## src/rtl/sha_arith_pkg.sv

```systemverilog
// Shared constants and elaboration-time helpers for the SHA-256 modular arithmetic blocks.
package sha_arith_pkg;

  localparam int MODE_TWOS = 0;
  localparam int MODE_ONES = 1;

  function automatic int clog2(input int value);
    int r;
    r = 0;
    for (int i = 0; i < 31; i++) begin
      if ((1 << i) < value) r = i + 1;
    end
    return r;
  endfunction

  // Extra high bits needed so the raw sum of num_ops W-bit terms plus the +1 count never wraps.
  function automatic int guard_w(input int num_ops);
    return clog2(num_ops + 1);
  endfunction

endpackage

```

## src/rtl/mod_sum_pipe_csa_3to2.sv

```systemverilog
// 3:2 carry-save compressor: a+b+c == sum+carry (mod 2^WIDTH), carry already weighted by 2.
module csa_3to2 #(
  parameter int WIDTH = 8
) (
  input  logic [WIDTH-1:0] a,
  input  logic [WIDTH-1:0] b,
  input  logic [WIDTH-1:0] c,
  output logic [WIDTH-1:0] sum,
  output logic [WIDTH-1:0] carry
);

  logic [WIDTH-1:0] maj;

  assign sum   = a ^ b ^ c;
  assign maj   = (a & b) | (a & c) | (b & c);
  assign carry = maj << 1;

endmodule

```

## src/rtl/mod_sum_pipe.sv

```systemverilog
// Pipelined NUM_OPS-operand modular adder/subtractor (mod 2^W or mod 2^W-1) with valid/ready flow control.
module mod_sum_pipe
  import sha_arith_pkg::*;
#(
  parameter int WIDTH       = 32,
  parameter int NUM_OPS     = 5,
  parameter int PIPE_STAGES = 2,
  parameter int ONES_COMP   = 0
) (
  input  logic                     clock,
  input  logic                     aclr,
  input  logic                     in_valid,
  output logic                     in_ready,
  input  logic [NUM_OPS*WIDTH-1:0] operands,
  input  logic [NUM_OPS-1:0]       sub_mask,
  output logic                     out_valid,
  input  logic                     out_ready,
  output logic [WIDTH-1:0]         result,
  output logic                     overflow
);

  localparam int G  = guard_w(NUM_OPS);
  localparam int WG = WIDTH + G;
  // Two's-complement mode carries one extra term holding the +1 of every subtracted operand.
  localparam int NT = NUM_OPS + ((ONES_COMP == MODE_TWOS) ? 1 : 0);

  function automatic logic [WG-1:0] popcount_term(input logic [NUM_OPS-1:0] m);
    logic [WG-1:0] n;
    n = '0;
    for (int i = 0; i < NUM_OPS; i++) n = n + WG'(m[i]);
    return n;
  endfunction

  // End-around-carry reduction: the second fold can never carry again; all-ones is negative zero.
  function automatic logic [WIDTH-1:0] fold_ones(input logic [WG-1:0] s);
    logic [WIDTH:0]   t1;
    logic [WIDTH-1:0] t2;
    t1 = {1'b0, s[WIDTH-1:0]} + (WIDTH+1)'(s[WG-1:WIDTH]);
    t2 = t1[WIDTH-1:0] + WIDTH'(t1[WIDTH]);
    return (&t2) ? '0 : t2;
  endfunction

  logic [WG-1:0] term [NT];

  for (genvar i = 0; i < NUM_OPS; i++) begin : g_term
    assign term[i] = {{G{1'b0}}, operands[i*WIDTH +: WIDTH] ^ {WIDTH{sub_mask[i]}}};
  end

  if (NT > NUM_OPS) begin : g_pop
    assign term[NUM_OPS] = popcount_term(sub_mask);
  end

  // Carry-save reduction: each compressor folds one more term into the running sum/carry pair.
  for (genvar k = 1; k < NT; k++) begin : g_red
    logic [WG-1:0] s;
    logic [WG-1:0] c;
    if (k == 1) begin : g_seed
      assign s = term[0];
      assign c = term[1];
    end else begin : g_csa
      csa_3to2 #(.WIDTH(WG)) u_csa (
        .a    (g_red[k-1].s),
        .b    (g_red[k-1].c),
        .c    (term[k]),
        .sum  (s),
        .carry(c)
      );
    end
  end

  logic [WG-1:0] sum_p0;
  logic [WG-1:0] carry_p0;

  assign sum_p0   = g_red[NT-1].s;
  assign carry_p0 = g_red[NT-1].c;

  // Per-stage handshake: a stage loads when empty or when its contents move on this cycle.
  for (genvar k = 1; k <= PIPE_STAGES; k++) begin : g_stage
    logic vld_p;
    logic ld;
    logic rdy;
    logic vin;
    if (k == PIPE_STAGES) begin : g_last
      assign rdy = out_ready;
    end else begin : g_mid
      assign rdy = g_stage[k+1].ld;
    end
    if (k == 1) begin : g_first
      assign vin = in_valid;
    end else begin : g_chain
      assign vin = g_stage[k-1].vld_p;
    end
    assign ld = !vld_p || rdy;
    always_ff @(posedge clock) begin
      if (aclr)    vld_p <= 1'b0;
      else if (ld) vld_p <= vin;
    end
  end

  assign in_ready  = g_stage[1].ld;
  assign out_valid = g_stage[PIPE_STAGES].vld_p;

  logic [WG-1:0] sum_fin;
  logic [WG-1:0] carry_fin;

  if (PIPE_STAGES >= 2) begin : g_p1
    logic [WG-1:0] sum_p1;
    logic [WG-1:0] carry_p1;
    // ---- stage 1 boundary: carry-save vectors ----
    always_ff @(posedge clock) begin
      if (in_valid && in_ready) begin
        sum_p1   <= sum_p0;
        carry_p1 <= carry_p0;
      end
    end
    assign sum_fin   = sum_p1;
    assign carry_fin = carry_p1;
  end else begin : g_p1_bypass
    assign sum_fin   = sum_p0;
    assign carry_fin = carry_p0;
  end

  logic [WG-1:0]    total;
  logic [WIDTH-1:0] res_n;
  logic             ovf_n;
  logic             load_out;

  assign total    = sum_fin + carry_fin;
  assign ovf_n    = |total[WG-1:WIDTH];
  assign load_out = g_stage[PIPE_STAGES].ld && g_stage[PIPE_STAGES].vin;

  if (ONES_COMP == MODE_ONES) begin : g_ones
    assign res_n = fold_ones(total);
  end else begin : g_twos
    assign res_n = total[WIDTH-1:0];
  end

  // ---- last stage boundary: result registers ----
  always_ff @(posedge clock) begin
    if (aclr) begin
      result   <= '0;
      overflow <= 1'b0;
    end else if (load_out) begin
      result   <= res_n;
      overflow <= ovf_n;
    end
  end

endmodule

```

## config.mk

```make
export PLATFORM = sky130hd
export DESIGN_NAME = mod_sum_pipe
export DESIGN_NICKNAME = d
export VERILOG_FILES = /design/src/rtl/sha_arith_pkg.sv /design/src/rtl/mod_sum_pipe_csa_3to2.sv /design/src/rtl/mod_sum_pipe.sv
export SDC_FILE = /design/constraint.sdc
export NUM_CORES = 1
export LEC_CHECK = 0
export CAP_MARGIN = 20
export CORE_MARGIN = 2
export CORE_UTILIZATION = 35
export DETAILED_ROUTE_END_ITERATION = 6
export GPL_ROUTABILITY_DRIVEN = 0
export PLACE_DENSITY = 0.69
export SLEW_MARGIN = 20
export SYNTH_ARGS = -nofsm -noshare
export SYNTH_HDL_FRONTEND = slang
export SYNTH_SLANG_ARGS = --single-unit
```

## constraint.sdc

```tcl
create_clock -name clock -period 3.92 [get_ports clock]
set_input_delay 0.392 -clock clock [delete_from_list [all_inputs] [get_ports clock]]
set_output_delay 0.392 -clock clock [all_outputs]
set_load 0.05 [all_outputs]
```

**Word-level counts from Yosys, hierarchy flattened**

Cells that the tools add are included.

- Register bits: 104
- Input bits: 169
- Output and inout port bits: 35
- Word-level logic and storage cells: 51

- $add $sub $neg: 5
- Bitwise logic cells: 33
- Reduce and logical (&&, ||, !) cells: 7

Operator list:

| operator | count |
|---|---|
| $or A34 B34 Y34 | 7 |
| $xor A32 B32 Y32 | 7 |
| $and A34 B32 Y34 | 4 |
| $and A34 B34 Y34 | 3 |
| $and A32 B32 Y32 | 3 |
| $xor A35 B32 Y35 | 2 |
| $xor A35 B35 Y35 | 2 |
| $and A34 B5 Y34 | 2 |
| $add A35 B35 Y35 | 1 |
| $xor A32 B35 Y35 | 1 |
| $xor A35 B5 Y35 | 1 |
| $or A34 B32 Y34 | 1 |
| $add A4 B1 Y5 | 1 |
| $add A3 B1 Y4 | 1 |
| $add A2 B1 Y3 | 1 |
| $reduce_or A3 Y1 | 1 |
| $add A1 B1 Y2 | 1 |
| $logic_and A1 B1 Y1 | 2 |
| $logic_not A1 Y1 | 2 |
| $logic_or A1 B1 Y1 | 2 |

**Logic depth before layout (Yosys ltp)**

Gate-level depths: netlist of run 1.

- Depth after elaboration: 13
- Mapped depth: 12

**Hierarchy**

A second synthesis of run 1 with hierarchy kept.

- Cells, all modules: 802
- Area total of the unflattened synthesis: 9486.6 µm²

By module, submodules not included:

| module | times used | cells an instance | area an instance (µm²) | sequential area each (µm²) |
|---|---|---|---|---|
| mod_sum_pipe | 1 | 654 | 6623.9 | 2802.7 |
| csa_3to2 | 4 | 37 | 715.7 | 0.0 |

**Worst setup path after synthesis of run 1**

OpenSTA, ideal clock, no wires.

- Kind: input to register
- Start point: input sub_mask[0]
- End point: register g_p1.sum_p1[31], data pin
- Data arrival time: 3.185 ns
- Path slack: 0.474 ns
- Stages: 10
- Path buffers: 2
- Cells stage by stage: clkbuf_1 -> buf_1 -> xnor2_1 -> fa_1 -> inv_1 -> fa_1 -> inv_1 -> fa_1 -> inv_1 -> ha_1

- Word-level cells in the longest chain between the ends: 12
- Elaborated cells on any way between the ends: 23

Ends and longest elaborated chain:

| item | line | RTL |
|---|---|---|
| start: declaration | mod_sum_pipe.sv:15 | `input logic [NUM_OPS-1:0] sub_mask,` |
| $xor A32 B32 Y32 * | mod_sum_pipe.sv:46 | `assign term[i] = {{G{1'b0}}, operands[i*WIDTH +: WIDTH] ^ {WIDTH{sub_mask[i]}}};` |
| $and A32 B32 Y32 | mod_sum_pipe_csa_3to2.sv:15 | `assign maj = (a & b) \| (a & c) \| (b & c);` |
| $or A34 B34 Y34 | mod_sum_pipe_csa_3to2.sv:15 |  |
| $or A34 B32 Y34 | mod_sum_pipe_csa_3to2.sv:15 |  |
| $and A34 B34 Y34 | mod_sum_pipe_csa_3to2.sv:15 |  |
| $or A34 B34 Y34 (2 in a row) | mod_sum_pipe_csa_3to2.sv:15 |  |
| $and A34 B34 Y34 | mod_sum_pipe_csa_3to2.sv:15 |  |
| $or A34 B34 Y34 (2 in a row) | mod_sum_pipe_csa_3to2.sv:15 |  |
| $xor A35 B35 Y35 * | mod_sum_pipe_csa_3to2.sv:14 | `assign sum = a ^ b ^ c;` |
| $xor A35 B5 Y35 * | mod_sum_pipe_csa_3to2.sv:14 |  |
| named net g_red[5].g_csa.u_csa.sum[31] | mod_sum_pipe_csa_3to2.sv:8 | `output logic [WIDTH-1:0] sum,` |
| end signal: assignment | mod_sum_pipe.sv:112 | `sum_p1 <= sum_p0;` |
| end: declaration | mod_sum_pipe.sv:107 | `logic [WG-1:0] sum_p1;` |

Mark *: on every way through the listed nets, which the timed path passes. The rest lies on a longest branch.
A chain may end at the register's enable or synchronous reset.

**Final worst setup path of run 1**

- Start point: input sub_mask[0]
- End point: register g_p1.sum_p1[1], data pin

- Word-level cells in the longest chain between the ends: 10
- Elaborated cells on any way between the ends: 25

Ends and longest elaborated chain:

| item | line |
|---|---|
| branches (longest 9 deep; another with $add A4 B1 Y5) | n/a |
| $xor A35 B5 Y35 * | mod_sum_pipe_csa_3to2.sv:14 |
| named net g_red[5].g_csa.u_csa.sum[1] | mod_sum_pipe_csa_3to2.sv:8 |

Mark *: on every way through the listed nets, which the timed path passes.

==> summary.md, run 1 <==
| Metric | Value |
|---|---|
| Required @ worst endpoint | just over 4 ns |
| Largest area contributor in the synthesized netlist | edfxtp_1 |
| Final core occ | 0.458 |
| Post_cts resized | 0 |
| Die Y | 167 um |
| Site Rows | 59 |
| VDD IR max | 292 uV |
| Seq/Total Area, Yosys | 0.293 |
| Final Skew | about 0.011 ns |
| Avg WL per Cell | around 15 um |
| Max FO, Critical Path | 16 |
| Die Area | 0.0278 mm2 |
| Clock latency at the later pin of the worst-skew pair | ~0.35 ns |
| Iter 0 DRT Violations | between 300 and 400 |
| H-tree depth | 3 |
| Grt ovf | 0 |
| Die Width | around 170 um |
| Commonest cells in the netlist | inv_1, xor2_1, fa_1 |
| PwrDens | approximately 660 mW/mm2 |
| Largest net degree at the start of global routing | approximately 70 |
| Total vias in the final route | ~6,400 |
| Synth async-reset ratio | 0 |
| Post-route setup TNS | 0 ns |
| Count leader, synth | inv_1 |
| Reg2reg end | overflow |
| Crit path kind | input port to flop |
| # Post-CTS Setup Buffers | 0 |
| Initial Util | 0.356 |
| CP arrival | slightly above 3 ns |
| Yosys reg bits | between 100 and 150 |
| Period utilization | 0.764 |
| Antenna viol nets, final | 0 |
| NumNets Final | ~1,400 |
| IO Port Bufs | 203 |
| Final HPWL DP | roughly 18 mm |
| Worst R2R Start | carry_fin[13] |
| Area delta synth->final | 28.8% |
| Drt drc | 0 |
| Worst path slowest cell | fa_1 |
| Outcome | completed |
| Kind of end point of the critical path | flop |
| Gr usage total | 0.158 |
| Final Power | ~7.9 mW |
| Relative slew slack | 0.368 |
| Synth warn | 0 |
| Sequential Area | approximately 0.0027 mm2 |
| Share of cells above drive strength 1 | 0.0417 |
| Critical-path cell list | buf_2, buf_12, xor2_1, fa_1, fa_1, inv_1, fa_1, fa_1, inv_1 |
| Post-Syn Nets | ~1,200 |
| Slew @ Worst Pin | 0.944 ns |
| CTS tree | yes |
| Core ar. | about 0.026 mm2 |
| Distinct cells, synth | between 40 and 50 |
| Synth Area per Inst | between 10 and 15 um2 |
| Post-synth EDFFs | 67 |
| Initial antenna violation count | 1 |
| Pre-CTS worst setup slack | between 0.5 and 0.6 ns |
| Max Clock Freq | between 300 and 400 MHz |
| Leak | roughly 5.2 nW |
| Num CTS Buffers | 9 |
| Drt via density | between 4 and 5 |
| R2R Setup Slk | 1.00 ns |
| Drt total wl | around 21 mm |
| I/O pins | ~200 |
| Root cell of the clock tree | clkbuf_16 |
| Final Hold Violating Endpoints | 0 |
| Minimum clock period | roughly 3 ns |
| First drt pass iteration count | 5 |
| RSZ-0062 raised after global routing | no |
| Max clock buf depth | 2 |
| Fin worst setup slack | ~0.92 ns |
| Worst hold-check path type | flop to flop |
| Critical Path End | g_p1.sum_p1[1] |
| Synth Flop Type | edfxtp_1 |
| First-pass GRT wire length | 35.3 mm |
| Synthesized cell area | a little over 0.009 mm2 |
| Max-slew violations | 0 |
| Num Clock Sinks | between 100 and 150 |
| Mapped Cells | about 890 |
| # setup viols final | 0 |
| Max cap viols | 0 |
| Top-area cell type share of the netlist area | 0.217 |
| Hold_buf cts | 0 |
| Hold slack | between 0.4 and 0.5 ns |
| CP max stage delay | approximately 0.50 ns |
| Area of the multi-input gates | around 0.0058 mm2 |
| R2R depth | 10 |
| Top cell by count, worst path | fa_1 |
| CP startpoint kind | input port |
| Crit. Startpoint | sub_mask[0] |
| Register clock-pin slew on the reported worst setup and hold paths | ~0.070 ns |
| Vias in the first global route | 6,822 |
| Largest cells by area after synthesis | edfxtp_1, fa_1, xor2_1 |
| FILL cells | between 2,000 and 2,500 |
[per-layer routing]
layer  vias to the layer above  track usage  part of all wire
met1                      3015        0.226              0.48
met5                         -            0                 0
met4                         0       0.0367             0.014
met2                       167        0.249              0.45
li1                       3211            -                 -
met3                        21       0.0297             0.053
[kinds of logic (layout without fill, tap and decap cells)]
kind of cell / Yosys count / in the layout / share of synthesized area
AO/OA/AOI/OAI: 119 / 119 / 0.0791
XOR/XNOR: 184 / 184 / 0.174
adder cells (fa/ha/maj): 167 / 167 / 0.306
buffers and inverters: 178 / 373 / 0.0788
flip-flops: 102 / 102 / 0.293
multiplexers: 1 / 1 / 0.00108
other: 0 / 1 / 0
AND/OR/NAND/NOR: 134 / 134 / 0.0691
[area by class of cell]
type	count	area share
diodes	1	0.000210
clock buffers	10	0.0200
clock inverters	6	0.00702
inverters	143	0.0450
multi-input cells	605	0.488
flip-flops and latches	102	0.227
well taps	335	0.0351
repair buffers	214	0.177
[placed cells by master (no fill, tap or decap), drive strengths merged, types with 2 or more instances in the layout]
cell type and count:
a211oi 7, a21o 18, a21oi 51, a31oi 10
a41oi 2, and3 4, buf 16, bufinv 2
clkbuf 10, clkdlybuf4s50 198, clkinv 2, dfxtp 35
edfxtp 67, fa 99, ha 68, inv 144
nand2 69, nand3 12, nand3b 2, nand4 6
nor2 19, nor2b 6, nor3 4, nor4b 2
o211ai 2, o21a 4, o21ai 17, o21bai 2
o31a 2, or2b 2, or4 3, xnor2 57
xor2 127
[state kept, by name (all words and copies together) (netlist names)]
register and cells:
g_p1.sum_p1 34, carry_fin 33, result 32, g_stage.vld_p 1, out_valid 1, overflow 1
[report_power, final]
part	internal, mW	total [mW]	switching, mW
Combinational	2.09	4.90	2.81
Sequential	1.81	2.00	0.196
Clock	0.576	0.974	0.398
[worst min-delay path by stage]
stage | startpoint | endpoint | depth (start not counted)
floorplan | g_p1.sum_p1[0] | result[0] | 2
global placement | result[3] | result[3] | 2
detailed placement | result[26] | result[26] | 2
CTS | result[26] | result[26] | 2
global route | result[23] | result[23] | 2
finish | result[5] | result[5] | 2
[metrics by stage]
stage,std cells,cell area [um2]
floorplan,885,9270
finish,1416,11900
global route,1415,11900
global placement,1399,11600
detailed placement,1399,11600
CTS,1415,11900
[critical path: cells and delay by family]
family / cells / cell delay, ns
adders and majority gates: 4 / 1.93
buffers and inverters: 4 / 0.58
xor gates and xnor gates: 1 / 0.19
(Power assumes the default switching activity.)
==> inputs of run 2 (changes only) <==
--- a/config.mk
+++ b/config.mk
@@ -10,7 +10,7 @@
 export CORE_UTILIZATION = 35
 export DETAILED_ROUTE_END_ITERATION = 6
 export GPL_ROUTABILITY_DRIVEN = 0
-export PLACE_DENSITY = 0.69
+export PLACE_DENSITY = 0.71
 export SLEW_MARGIN = 20
 export SYNTH_ARGS = -nofsm -noshare
 export SYNTH_HDL_FRONTEND = slang
==> constraint.sdc (replaced) <==
create_clock -name clock -period 2.61 [get_ports clock]
set_input_delay 0.261 -clock clock [delete_from_list [all_inputs] [get_ports clock]]
set_output_delay 0.261 -clock clock [all_outputs]
set_load 0.05 [all_outputs]
==> summary.md, run 2 (same netlist as run 1, synthesis figures left out) <==
| Metric | Value |
|---|---|
| Outcome | complete, but fails checks |
| IO Port Bufs | a little over 200 |
| Vias in the first global route | around 7,000 |
| N_diodes | 0 |
| Largest net degree at the start of global routing | 36 |
| Max cap viols | 0 |
| Reg2reg end | result[31] |
| Minimum clock period | 2.77 ns |
| Internal power | approximately 7.4 mW |
| Num CTS Buffers | 9 |
| Worst path slowest cell | or4b_4 |
| First-pass GRT wire length | between 30 and 40 mm |
| Hold Crit Start | result[5] |
| Period utilization | 1.06 |
| Die Y | 167 um |
| First drt pass iteration count | 4 |
| Worst hold stages | 2 |
| Max FO, Critical Path | 3 |
| Clock latency at the later pin of the worst-skew pair | between 0.3 and 0.4 ns |
| Largest register FFs | 34 |
| Hold path endpoint | result[5] |
| # setup viols final | 6 |
| Initial antenna violation count | 0 |
| Commonest non-fill, non-tap cells in the layout | inv_1, clkdlybuf4s50_1, fa_1, xor2_1, nand2_1 |
| Register clock-pin slew on the reported worst setup and hold paths | around 0.070 ns |
| Sequential Area | around 0.0027 mm2 |
| Relative slew slack | 0.600 |
| Crit path kind | flop to flop |
| Switching share of power | 0.439 |
| Share of cells above drive strength 1 | 0.195 |
| Drt total wl | between 20 and 25 mm |
| Grt ovf | 0 |
| Sw power | just under 6 mW |
| Area delta synth->final | 43.7% |
| Max-slew violations | 0 |
| Worst R2R Start | g_p1.sum_p1[1] |
| Fin worst setup slack | -0.159 ns |
| Root cell of the clock tree | clkbuf_16 |
| R2R depth | 12 |
| PwrDens | 993 mW/mm2 |
| H-tree depth | 3 |
| Drt drc | 0 |
| Final Hold Violating Endpoints | 0 |
| Final core occ | 0.511 |
| Core ar. | between 0.02 and 0.03 mm2 |
| Site Rows | 59 |
| Area of the multi-input gates | between 0.006 and 0.007 mm2 |
| Required @ worst endpoint | between 2 and 3 ns |
| Drt via density | 4.54 |
| Critical-path cell list | ha_2, inv_2, fa_2, nor2b_4, o31a_1, or4b_4, nand4_4, a21o_4, a21o_1, a21oi_2, or4_1, a31oi_1 |
| Antenna viol nets, final | 0 |
| CP startpoint kind | flop |
| Die Width | 167 um |
| RSZ-0062 raised after global routing | yes |
| VDD IR max | 502 uV |
| Initial Util | 0.356 |
| Clock power frac | 0.102 |
| Comb pwr share | 0.672 |
| Final Skew | 0.00644 ns |
| Most flop-heavy register | g_p1.sum_p1 |
| Die Area | ~0.028 mm2 |
| CP arrival | about 3.1 ns |
| Final Power | 13.2 mW |
| CTS tree | yes |
| Failing checks | negative setup slack |
| Final HPWL DP | ~19 mm |
| Iter 0 DRT Violations | between 200 and 250 |
| R2R Setup Slk | -0.16 ns |
| Leak | 5.99 nW |
| Kind of end point of the critical path | flop |
| Non-filler cells, final | 1,467 |
| NumNets Final | between 1,000 and 1,500 |
| FILL cells | about 2,300 |
| Hold slack | around 0.45 ns |
| Max Clock Freq | about 360 MHz |
| CP max stage delay | 0.52 ns |
| Slew @ Worst Pin | roughly 0.6 ns |
| Cells after DPL | between 1,000 and 1,500 |
| Reg power frac | 0.226 |
| Gr usage total | 0.161 |
| Num Clock Sinks | 102 |
| Total vias in the final route | about 6,700 |
| Avg WL per Cell | approximately 16 um |
| Worst hold-check path type | flop to flop |
| I/O pins | ~200 |
| Max clock buf depth | 2 |
| Most common cell after layout, fill and taps aside | inv_1 |
## run 2: metal layers
| layer | GRT usage | vias up | routed length, um |
|---|---|---|---|
| met4 | 0.0352 | 0 | 264 |
| met2 | 0.266 | 152 | 11100 |
| li1 | - | 3261 | - |
| met3 | 0.0231 | 17 | 756 |
| met5 | 0 | - | 0 |
| met1 | 0.225 | 3236 | 11100 |
## run 2: area by class of cell
class                      instances  share of cell area
tap                              335              0.0315
clock buffer                       9              0.0169
sequential                       102               0.204
multi-input combinational        605               0.498
clock inverter                     7             0.00535
inverter                         143              0.0403
timing repair buffer             266               0.205
## run 2: worst max-delay path, delay by kind of cell, from the launching register on
| family | cells | cell delay (ns) |
|---|---|---|
| flip-flops | 1 | 0.38 |
| adder cells (fa/ha/maj) | 2 | 0.42 |
| AND/OR/NAND/NOR | 4 | 1.08 |
| AO/OA/AOI/OAI | 5 | 0.77 |
| buffers and inverters | 1 | 0.05 |
## run 2: worst max-delay path by stage
stage	from	endpoint	slack (ns)	cells past startpoint
floorplan	sub_mask[0]	g_p1.sum_p1[2]	-0.32	8
global placement	operands[2]	g_p1.sum_p1[2]	-0.64	7
detailed placement	operands[2]	g_p1.sum_p1[2]	-0.70	7
CTS	g_p1.sum_p1[1]	result[31]	-0.18	12
global route	g_p1.sum_p1[1]	result[31]	-0.28	12
finish	g_p1.sum_p1[1]	result[31]	-0.16	12
## run 2: power groups by stage
| stage | Combinational [mW] | Clock [mW] | Sequential, mW |
|---|---|---|---|
| after detailed placement | 8.06 | 0 | 3.02 |
| after CTS | 8.49 | 1.37 | 2.99 |
| final | 8.89 | 1.35 | 2.98 |
| after floorplan | 4.91 | 0 | 3.50 |
| after global placement | 7.82 | 0 | 2.99 |
| after global routing | 9.96 | 1.43 | 3.06 |
## run 2: stage by stage
step	cell area [um2]	setup slack, ns	setup TNS, ns
6_report	13300	-0.159	-0.366
5_1_grt	13300	-0.276	-1.58
4_1_cts	12700	-0.175	-0.398
3_5_place_dp	12200	-0.702	-25.64
3_3_place_gp	12200	-0.644	-23.43
2_1_floorplan	9610	-0.321	-6.35
## run 2: timing repair
item / 4_1_cts / 5_1_grt
setup endpoints to repair: 42 / 46
resized for setup: 116 / 115
pin swaps: 80 / 73
setup buffers: 2 / 7
hold buffers: 0 / 0
cloned: 0 / 3
==> inputs of run 3 (changes only) <==
--- a/config.mk
+++ b/config.mk
@@ -7,10 +7,10 @@
 export LEC_CHECK = 0
 export CAP_MARGIN = 20
 export CORE_MARGIN = 2
-export CORE_UTILIZATION = 35
+export CORE_UTILIZATION = 47
 export DETAILED_ROUTE_END_ITERATION = 6
 export GPL_ROUTABILITY_DRIVEN = 0
-export PLACE_DENSITY = 0.71
+export PLACE_DENSITY = 0.88
 export SLEW_MARGIN = 20
 export SYNTH_ARGS = -nofsm -noshare
 export SYNTH_HDL_FRONTEND = slang
==> summary.md, run 3 (same netlist as run 1, synthesis figures left out) <==
| Metric | Value |
|---|---|
| Root cell of the clock tree | clkbuf_16 |
| # setup viols final | 20 |
| Failing checks | negative setup slack |
| Cells after DPL | 1,359 |
| Num Clock Sinks | 102 |
| RSZ-0062 raised after global routing | yes |
| CP max stage delay | between 0.5 and 0.6 ns |
| Final Instance Area | about 0.013 mm2 |
| Outcome | complete, but fails checks |
| Critical-path cell list | ha_2, inv_2, fa_2, nor2b_4, o31a_1, or4b_4, nand4_4, a21o_4, a21o_1, a21oi_2, or4_1, a31oi_1 |
| Delay-heaviest family, CP | simple AND/OR/NAND/NOR gates |
| First drt pass iteration count | 5 |
| Max Clock Freq | 344 MHz |
| CP startpoint kind | flop |
| Max cap viols | 0 |
| Antenna viol nets, final | 0 |
| First-pass GRT wire length | roughly 36 mm |
| Drt via density | between 5 and 6 |
| Share of cells above drive strength 1 | 0.212 |
| Register clock-pin slew on the reported worst setup and hold paths | approximately 0.07 ns |
| Leak | ~5.9 nW |
| Placed inst area | around 0.012 mm2 |
| Max clock buf depth | 2 |
| Area delta synth->final | 43.5% |
| Final Hold Violating Endpoints | 0 |
| Hold slack | 0.449 ns |
| Num CTS Buffers | 9 |
| Most common cell after layout, fill and taps aside | inv_1 |
| Core ar. | just under 0.02 mm2 |
| N_diodes | 0 |
| Worst path slowest cell | or4b_4 |
| Gr usage total | 0.220 |
| CTS tree | yes |
| Largest net degree at the start of global routing | around 70 |
| NumNets Final | approximately 1,500 |
| Period utilization | 1.11 |
| Most flop-heavy register | g_p1.sum_p1 |
| Final HPWL DP | 17.9 mm |
| Fin worst setup slack | -0.299 ns |
| Avg WL per Cell | ~18 um |
| Crit path kind | flop to flop |
| Die Area | 0.0209 mm2 |
| Iter 0 DRT Violations | just over 400 |
| Die Width | between 100 and 150 um |
| Site Rows | slightly above 50 |
| Vias in the first global route | roughly 7,200 |
| Worst hold-check path type | flop to flop |
| Minimum clock period | around 2.9 ns |
| Hold_buf cts | 0 |
| Kind of end point of the critical path | flop |
| Pre-CTS worst setup slack | -0.636 ns |
| Drt drc | 0 |
| Final Power | 13.2 mW |
| Commonest non-fill, non-tap cells in the layout | inv_1, clkdlybuf4s50_1, fa_1, dlygate4sd2_1 |
| Initial Util | 0.478 |
| Drt total wl | between 20 and 30 mm |
| Initial antenna violation count | 0 |
| Slew @ Worst Pin | roughly 0.85 ns |
| CP arrival | around 3.2 ns |
| Total vias in the final route | ~7,100 |
| Max-slew violations | 0 |
| Final Skew | roughly 0.0094 ns |
| VDD IR max | about 480 uV |
| Relative slew slack | 0.436 |
| Post-route setup TNS | -1.86 ns |
| Max FO, Critical Path | 3 |
| H-tree depth | 3 |
| Non-filler cells, final | 1,402 |
| IO Port Bufs | 203 |
| Buf+Inv Stages, Crit Path | 1 |
| I/O pins | 204 |
| Final core occ | 0.686 |
| Grt ovf | 0 |
| PwrDens | 991 mW/mm2 |
| Die Y | 144 um |
| Clock latency at the later pin of the worst-skew pair | about 0.35 ns |
| Required @ worst endpoint | between 2 and 3 ns |
| Largest register FFs | 34 |
run 3: worst min-delay path, delay by kind of cell (launching register included):
family / cells / cell delay [ns]
compound gates: 1 / 0.05
flops: 1 / 0.31
simple gates: 1 / 0.05
run 3: path summary, 6_finish.rpt:
check / from / end / slack (ns) / cells past startpoint
hold reg to reg: result[10] / result[10] / 0.45 / 2
setup reg to reg: g_p1.sum_p1[1] / result[31] / -0.30 / 12
setup / recovery: g_p1.sum_p1[1] / result[31] / -0.30 / 12
hold / removal: result[10] / result[10] / 0.45 / 2
run 3: repair_timing:
item                       4_1_cts  5_1_grt
pin swaps                      107       92
gates resized for setup        161       96
gates cloned                     2        3
setup endpoints to repair       51       45
setup buffers                    6       18
run 3: routing by layer:
layer	global-route usage	share of wire	vias to the layer above
li1	-	-	3283
met1	0.284	0.39	3440
met2	0.381	0.52	289
met3	0.0391	0.057	58
met4	0.0649	0.029	0
met5	0	0	-
run 3: final cells by class:
class / instances / area [um2]
clock buffer: 9 / 225
clock inverter: 7 / 48.8
fill: 1343 / 6090
inverter: 143 / 537
multi-input combinational: 605 / 6720
sequential: 102 / 2710
tap: 265 / 332
timing repair buffer: 271 / 2730
run 3: report_power, final:
group	total [mW]	internal, mW	switching [mW]	leakage [nW]
Sequential	2.98	2.71	0.266	0.953
Combinational	8.96	3.94	5.03	4.78
Clock	1.24	0.646	0.594	0.125
==> edit 1, RTL diff (flow settings as in run 2) <==
Put one more register stage on the output `overflow`, without a reset. The value now appears one clock later. The other outputs are not delayed to match.
--- a/src/rtl/mod_sum_pipe.sv
+++ b/src/rtl/mod_sum_pipe.sv
@@ -25,2 +25,4 @@
   localparam int NT = NUM_OPS + ((ONES_COMP == MODE_TWOS) ? 1 : 0);
+
+  logic overflow_s0;
 
@@ -141,7 +143,11 @@
       result   <= '0;
-      overflow <= 1'b0;
+      overflow_s0 <= 1'b0;
     end else if (load_out) begin
       result   <= res_n;
-      overflow <= ovf_n;
+      overflow_s0 <= ovf_n;
     end
+  end
+
+  always_ff @(posedge clock) begin
+    overflow <= overflow_s0;
   end
Behaviour: not the same (Yosys sat finds a counterexample within 4 cycles, from zero or initial values).
==> edit 1 against run 2 <==
The flow still finishes with violations (setup timing). Largest cell class unchanged. Design area increased by 1.2%. Wire length decreased by 0.18%. Non-clock buffer count increased by 11. Critical endpoint unchanged. Sequential cell count increased by 1. Synthesized area increased by 0.22%. Count of clock-buffer cells in the layout increased by 1. Setup slack got worse by 20 ps. Clock skew about the same. Combinational power decreased by 3.8%. Via count increased by 1.5%. Largest power group unchanged. Total power decreased by 2.3%.
==> edit 1: results (changes against run 2) <==
| Metric | Value |
|---|---|
| Async SR Flop Fraction | 0% (unchanged) |
| Vias after detailed routing | 6764 (+1.5%) |
| Post-synthesis mux area share | 0.1077% (-0.00023 points) |
| Area contributors post-synth | edfxtp_1, fa_1, xor2_1 |
| Worst ir drop on vdd | 0.4061 mV (-19%) |
| WP data arrival | 3050 ps (about the same) |
| Synth warnings | 0 (unchanged) |
| Iter 0 DRT Violations | 324 (+34%) |
| Drt first pass iters | 4 (unchanged) |
| Global-route wire length before repair | 36410 um (+1.7%) |
| Post-Syn Instances | 886 (+0.11%) |
| Worst hold path class | flip-flop to flip-flop |
| Post-Synth Adder-Cell Area | 30.49% (-0.066 points) |
| Status | complete, but fails checks |
| Final setup fails | 4 (-2) |
| Number of global-route vias before repair | 7163 (+2.8%) |
| Place WS | -702.5 ps (-0.05100 ps) |
| Fin Clk Skew | 6.264 ps (-0.1727 ps) |
| Final setup TNS | -377.8 ps (-12.01 ps) |
| P_int | 7.331 mW (-1.2%) |
| Reg2reg path depth | 12 (unchanged) |
| Worst hold start | overflow_s0$_SDFFE_PP0P_ |
| Layout Nets | 1475 (+0.82%) |
| Dpl cells | 1443 (+0.28%) |
| Failing checks | setup timing |
| EDFF count, synth | 67 (unchanged) |
| Layout cells sized above 1 | 20.02% (+0.49 points) |
| Top reg by flops | g_p1.sum_p1 |
| Top cells by count, synth | inv_1, xor2_1, fa_1 |
| CTS H-tree depth | 3 (unchanged) |
| Syn nets | 1222 (+0.082%) |
| Clock-pin slew on the worst setup and hold paths | 70 ps (about the same) |
| DRT Wirelength | 23170 um (-0.18%) |
| Worst Hold End | overflow$_DFF_P_ |
| Synth Area in Compound Gates | 7.891% (-0.017 points) |
| Worst slew margin | 42.53% (-17 points) |
| GR Util All Layers | 16.45% (+0.40 points) |
| Fillers | 2230 (-1.4%) |
| DP Wirelength | 18490 um (-1.6%) |
| Pleak | 5.999 nW (+0.22%) |
| Worst-Skew Late Latency | 350 ps (about the same) |
| Worst hold slack | 363.2 ps (-90.56 ps) |
| Sequential area share after synthesis | 29.41% (+0.15 points) |
| Worst hold stages | 0 (-2) |
| Xor and xnor fraction of the mapped netlist area | 17.34% (-0.037 points) |
| Initial antenna violation count | 2 (+2) |
| Maximum clock insertion buffer count | 2 (unchanged) |
| Vias per std cell | 4.567 (+0.51%) |
| Final worst setup slack | -179.3 ps (-20.16 ps) |
| Max FO, Critical Path | 3 (unchanged) |
| Largest net degree at the start of global routing | 68 (+89%) |
| Synth unique cells | 49 (unchanged) |
==> edit 1: final cells by class <==
class	instances	area (um^2)	area share, %
clock buffer	10	229.0	1.699
timing repair buffer	277	2810	20.86
clock inverter	6	68.82	0.5107
antenna	2	5.005	0.03714
sequential	103	2733	20.28
tap	335	419.2	3.111
inverter	143	536.8	3.984
multi-input combinational	605	6673	49.52
==> edit 1: metrics by stage <==
stage / area (um^2) / util, %
finish: 13470 / 51.71
global route: 13470 / 51.71
CTS: 12900 / 49.49
detailed placement: 12180 / 46.75
global placement: 12180 / 46.75
floorplan: 9625 / -
==> edit 1: power by group through the flow <==
stage          logic [mW]  clock network, mW  registers (mW)
3_5_place_dp         7.96                  0            3.06
6_report             8.55               1.35            3.02
4_1_cts              8.26               1.38            3.02
3_3_place_gp         7.79                  0            3.03
2_1_floorplan        4.91                  0            3.52
5_1_grt              9.60               1.45            3.10
==> edit 1: worst max path at each step <==
stage	start	endpoint	slack [ps]	cells past startpoint
final	g_p1.sum_p1[1]$_DFFE_PP_	result[31]$_SDFFE_PP0P_	-180	12
after CTS	g_p1.sum_p1[1]$_DFFE_PP_	overflow_s0$_SDFFE_PP0P_	-170	12
after global routing	g_p1.sum_p1[1]$_DFFE_PP_	result[31]$_SDFFE_PP0P_	-270	12
after floorplan	sub_mask[0]	g_p1.sum_p1[2]$_DFFE_PP_	-320	8
after detailed placement	operands[2]	g_p1.sum_p1[2]$_DFFE_PP_	-700	7
after global placement	operands[2]	g_p1.sum_p1[2]$_DFFE_PP_	-710	7
==> edit 1: cell families after synthesis <==
family,count (synthesis)
and+or+nand+nor,134
adders and majority gates,167
xor gates and xnor gates,184
DFF,103
buffers and inverters,178
AOI/OAI and AO/OA,119
muxes,1
==> edit 1: worst max-delay path, stage by stage, from the launching register on <==
cell	delay [ps]
edfxtp_1	400
ha_2	200
inv_2	50
fa_2	220
nor2b_4	50
o31a_1	250
or4b_4	510
nand4_4	90
a21o_4	140
a21o_1	170
a21oi_2	80
or4_1	410
a31oi_1	140
==> edit 1: layer usage <==
metal | up-vias | routed length (um) | GRT usage [%]
met5 | - | 0 | 0
met4 | 0 | 569 | 5.285
met3 | 33 | 901 | 2.638
met2 | 155 | 11370 | 27.72
met1 | 3279 | 10320 | 21.70
li1 | 3297 | - | -
==> edit 1: timing repair <==
action,in CTS,in global routing
buffers inserted,14,5
resized for setup,133,108
pin swaps,106,71
endpoints found under the setup margin,47,49
gates cloned,3,0
==> edit 2, RTL diff (config.mk and constraints of run 2) <==
Without the edit above. `PIPE_STAGES`: 2 -> 1.
--- a/src/rtl/mod_sum_pipe.sv
+++ b/src/rtl/mod_sum_pipe.sv
@@ -6,3 +6,3 @@
   parameter int NUM_OPS     = 5,
-  parameter int PIPE_STAGES = 2,
+  parameter int PIPE_STAGES = 1,
   parameter int ONES_COMP   = 0
Behaviour: not the same (Yosys sat finds a counterexample within 4 cycles, from zero or initial values).
==> edit 2 against run 2 <==
Setup slack got worse by 1800 ps. First-iteration DRC count decreased by 13%. Via count decreased by 2.4%. Die area is 24% lower. Design area is 12% lower. Wire length down 2.3%. Utilization rose by 8.6 points. Critical path depth up 6. The run still ends with setup timing left. Sequential cell count fell by 68. Synthesized area is 25% lower.
Power is left out: the tool's default activity adds up to more than one toggle a clock period on the data nets, which glitch-free logic cannot reach.
==> edit 2: results (changes against run 2) <==
| Metric | Value |
|---|---|
| Global-route wire length before repair | 33380 um (-6.8%) |
| Wire per inst | 17.13 um (+8.3%) |
| Number of global-route vias before repair | 6827 (-2.0%) |
| WP data arrival | 4780 ps (+1730 ps) |
| Async SR Flop Fraction | 0% (unchanged) |
| Layout Nets | 1395 (-4.6%) |
| Antenna diodes | 0 (unchanged) |
| Maximum clock insertion buffer count | 2 (unchanged) |
| Top reg by flops | result |
| Vias per std cell | 4.916 (+8.2%) |
| Place WS | -2528 ps (-1825 ps) |
| Synth Flop Type | dfxtp_1 |
| Max FO, Critical Path | 5 (+2) |
| Synth unique cells | 54 (+10%) |
| Initial antenna violation count | 0 (unchanged) |
| Max reg flops | 32 (-5.9%) |
| Fin Clk Skew | 11.17 ps (+4.730 ps) |
| CTS H-tree depth | 2 (-1) |
| Top cells by count, synth | xor2_1, fa_1, ha_1 |
| Failing checks | setup timing |
| Total CTS buffers | 5 (-4) |
| Synth warnings | 0 (unchanged) |
| Worst hold stages | 2 (unchanged) |
| Layout cells sized above 1 | 29.56% (+10 points) |
| GR Util All Layers | 19.25% (+3.2 points) |
| Area contributors post-synth | fa_1, xor2_1, ha_1 |
| Syn nets | 1067 (-13%) |
| DP Wirelength | 17530 um (-6.7%) |
| Iter 0 DRT Violations | 211 (-13%) |
| Final setup fails | 32 (+26) |
| Worst-Skew Late Latency | 280 ps (-70 ps) |
| Total gr overflow | 0 (unchanged) |
| Final worst setup slack | -1960 ps (-1801 ps) |
| Sequential area share after synthesis | 9.761% (-19 points) |
| Worst hold path class | flip-flop to flip-flop |
| Least-Margin Pin Slew | 548.5 ps (-51.94 ps) |
| Status | complete, but fails checks |
| Largest net degree at the start of global routing | 34 (-5.6%) |
| Reg2reg path depth | 5 (-7) |
==> edit 2: final timing paths <==
check | from | to | slack [ps]
setup reg to reg | out_valid$_SDFFE_PP0N_ | result[17]$_SDFFE_PP0P_ | 1130
hold reg to reg | result[13]$_SDFFE_PP0P_ | result[13]$_SDFFE_PP0P_ | 450
hold / removal | result[13]$_SDFFE_PP0P_ | result[13]$_SDFFE_PP0P_ | 450
setup / recovery | sub_mask[2] | overflow$_SDFFE_PP0P_ | -1960
==> edit 2: kinds of logic (layout without fill, tap and decap cells) <==
group	after synthesis	after routing	synth area share, %
xor gates and xnor gates	183	183	22.99
and+or+nand+nor	133	133	9.044
AOI/OAI and AO/OA	138	138	13.12
adders and majority gates	168	168	40.91
buffers and inverters	73	402	4.019
muxes	1	1	0.1615
DFF	34	34	9.761
==> edit 2: stage by stage <==
stage	std cells	hold WS (ps)	setup TNS, ps	cell area [um^2]	utilization, %
after detailed placement	1283	442.4	-68560	10190	52.19
final	1324	454.9	-48630	11670	59.75
after global placement	1283	439.3	-66970	10190	52.19
after floorplan	730	390.5	-45310	7146	-
after global routing	1324	475.7	-51650	11670	59.75
after CTS	1299	450.7	-48600	10700	54.79
==> edit 2: worst max-delay path: stages <==
cell      delay (ps)
buf_12           120
buf_6            110
xor2_2           140
fa_1             570
fa_1             440
fa_1             530
fa_2             470
buf_6            140
ha_4             270
a211oi_4          70
o211ai_2         200
buf_4            150
a21boi_4          60
o31ai_4          240
a21oi_2          110
a31o_1           260
or4b_1           460
a31oi_1          160
==> edit 2: what timing repair did <==
item,CTS,global route
endpoints found under the setup margin,32,32
pin swaps,53,71
setup buffers,8,26
gates cloned,0,1
gates resized for setup,71,145
==> edit 2: cell type report <==
cell class | instances | area (um^2)
clock buffer | 5 | 125.1
fill | 1620 | 7860
inverter | 34 | 127.6
tap | 265 | 331.6
sequential | 34 | 680.7
multi-input combinational | 623 | 6915
timing repair buffer | 360 | 3417
clock inverter | 3 | 68.82
==> edit 2: metal layers <==
metal	wire length, um	up-vias	track usage [%]
li1	-	3055	-
met4	615	0	4.314
met5	0	-	0
met3	979	45	3.050
met2	12810	187	37.02
met1	8269	3222	22.28
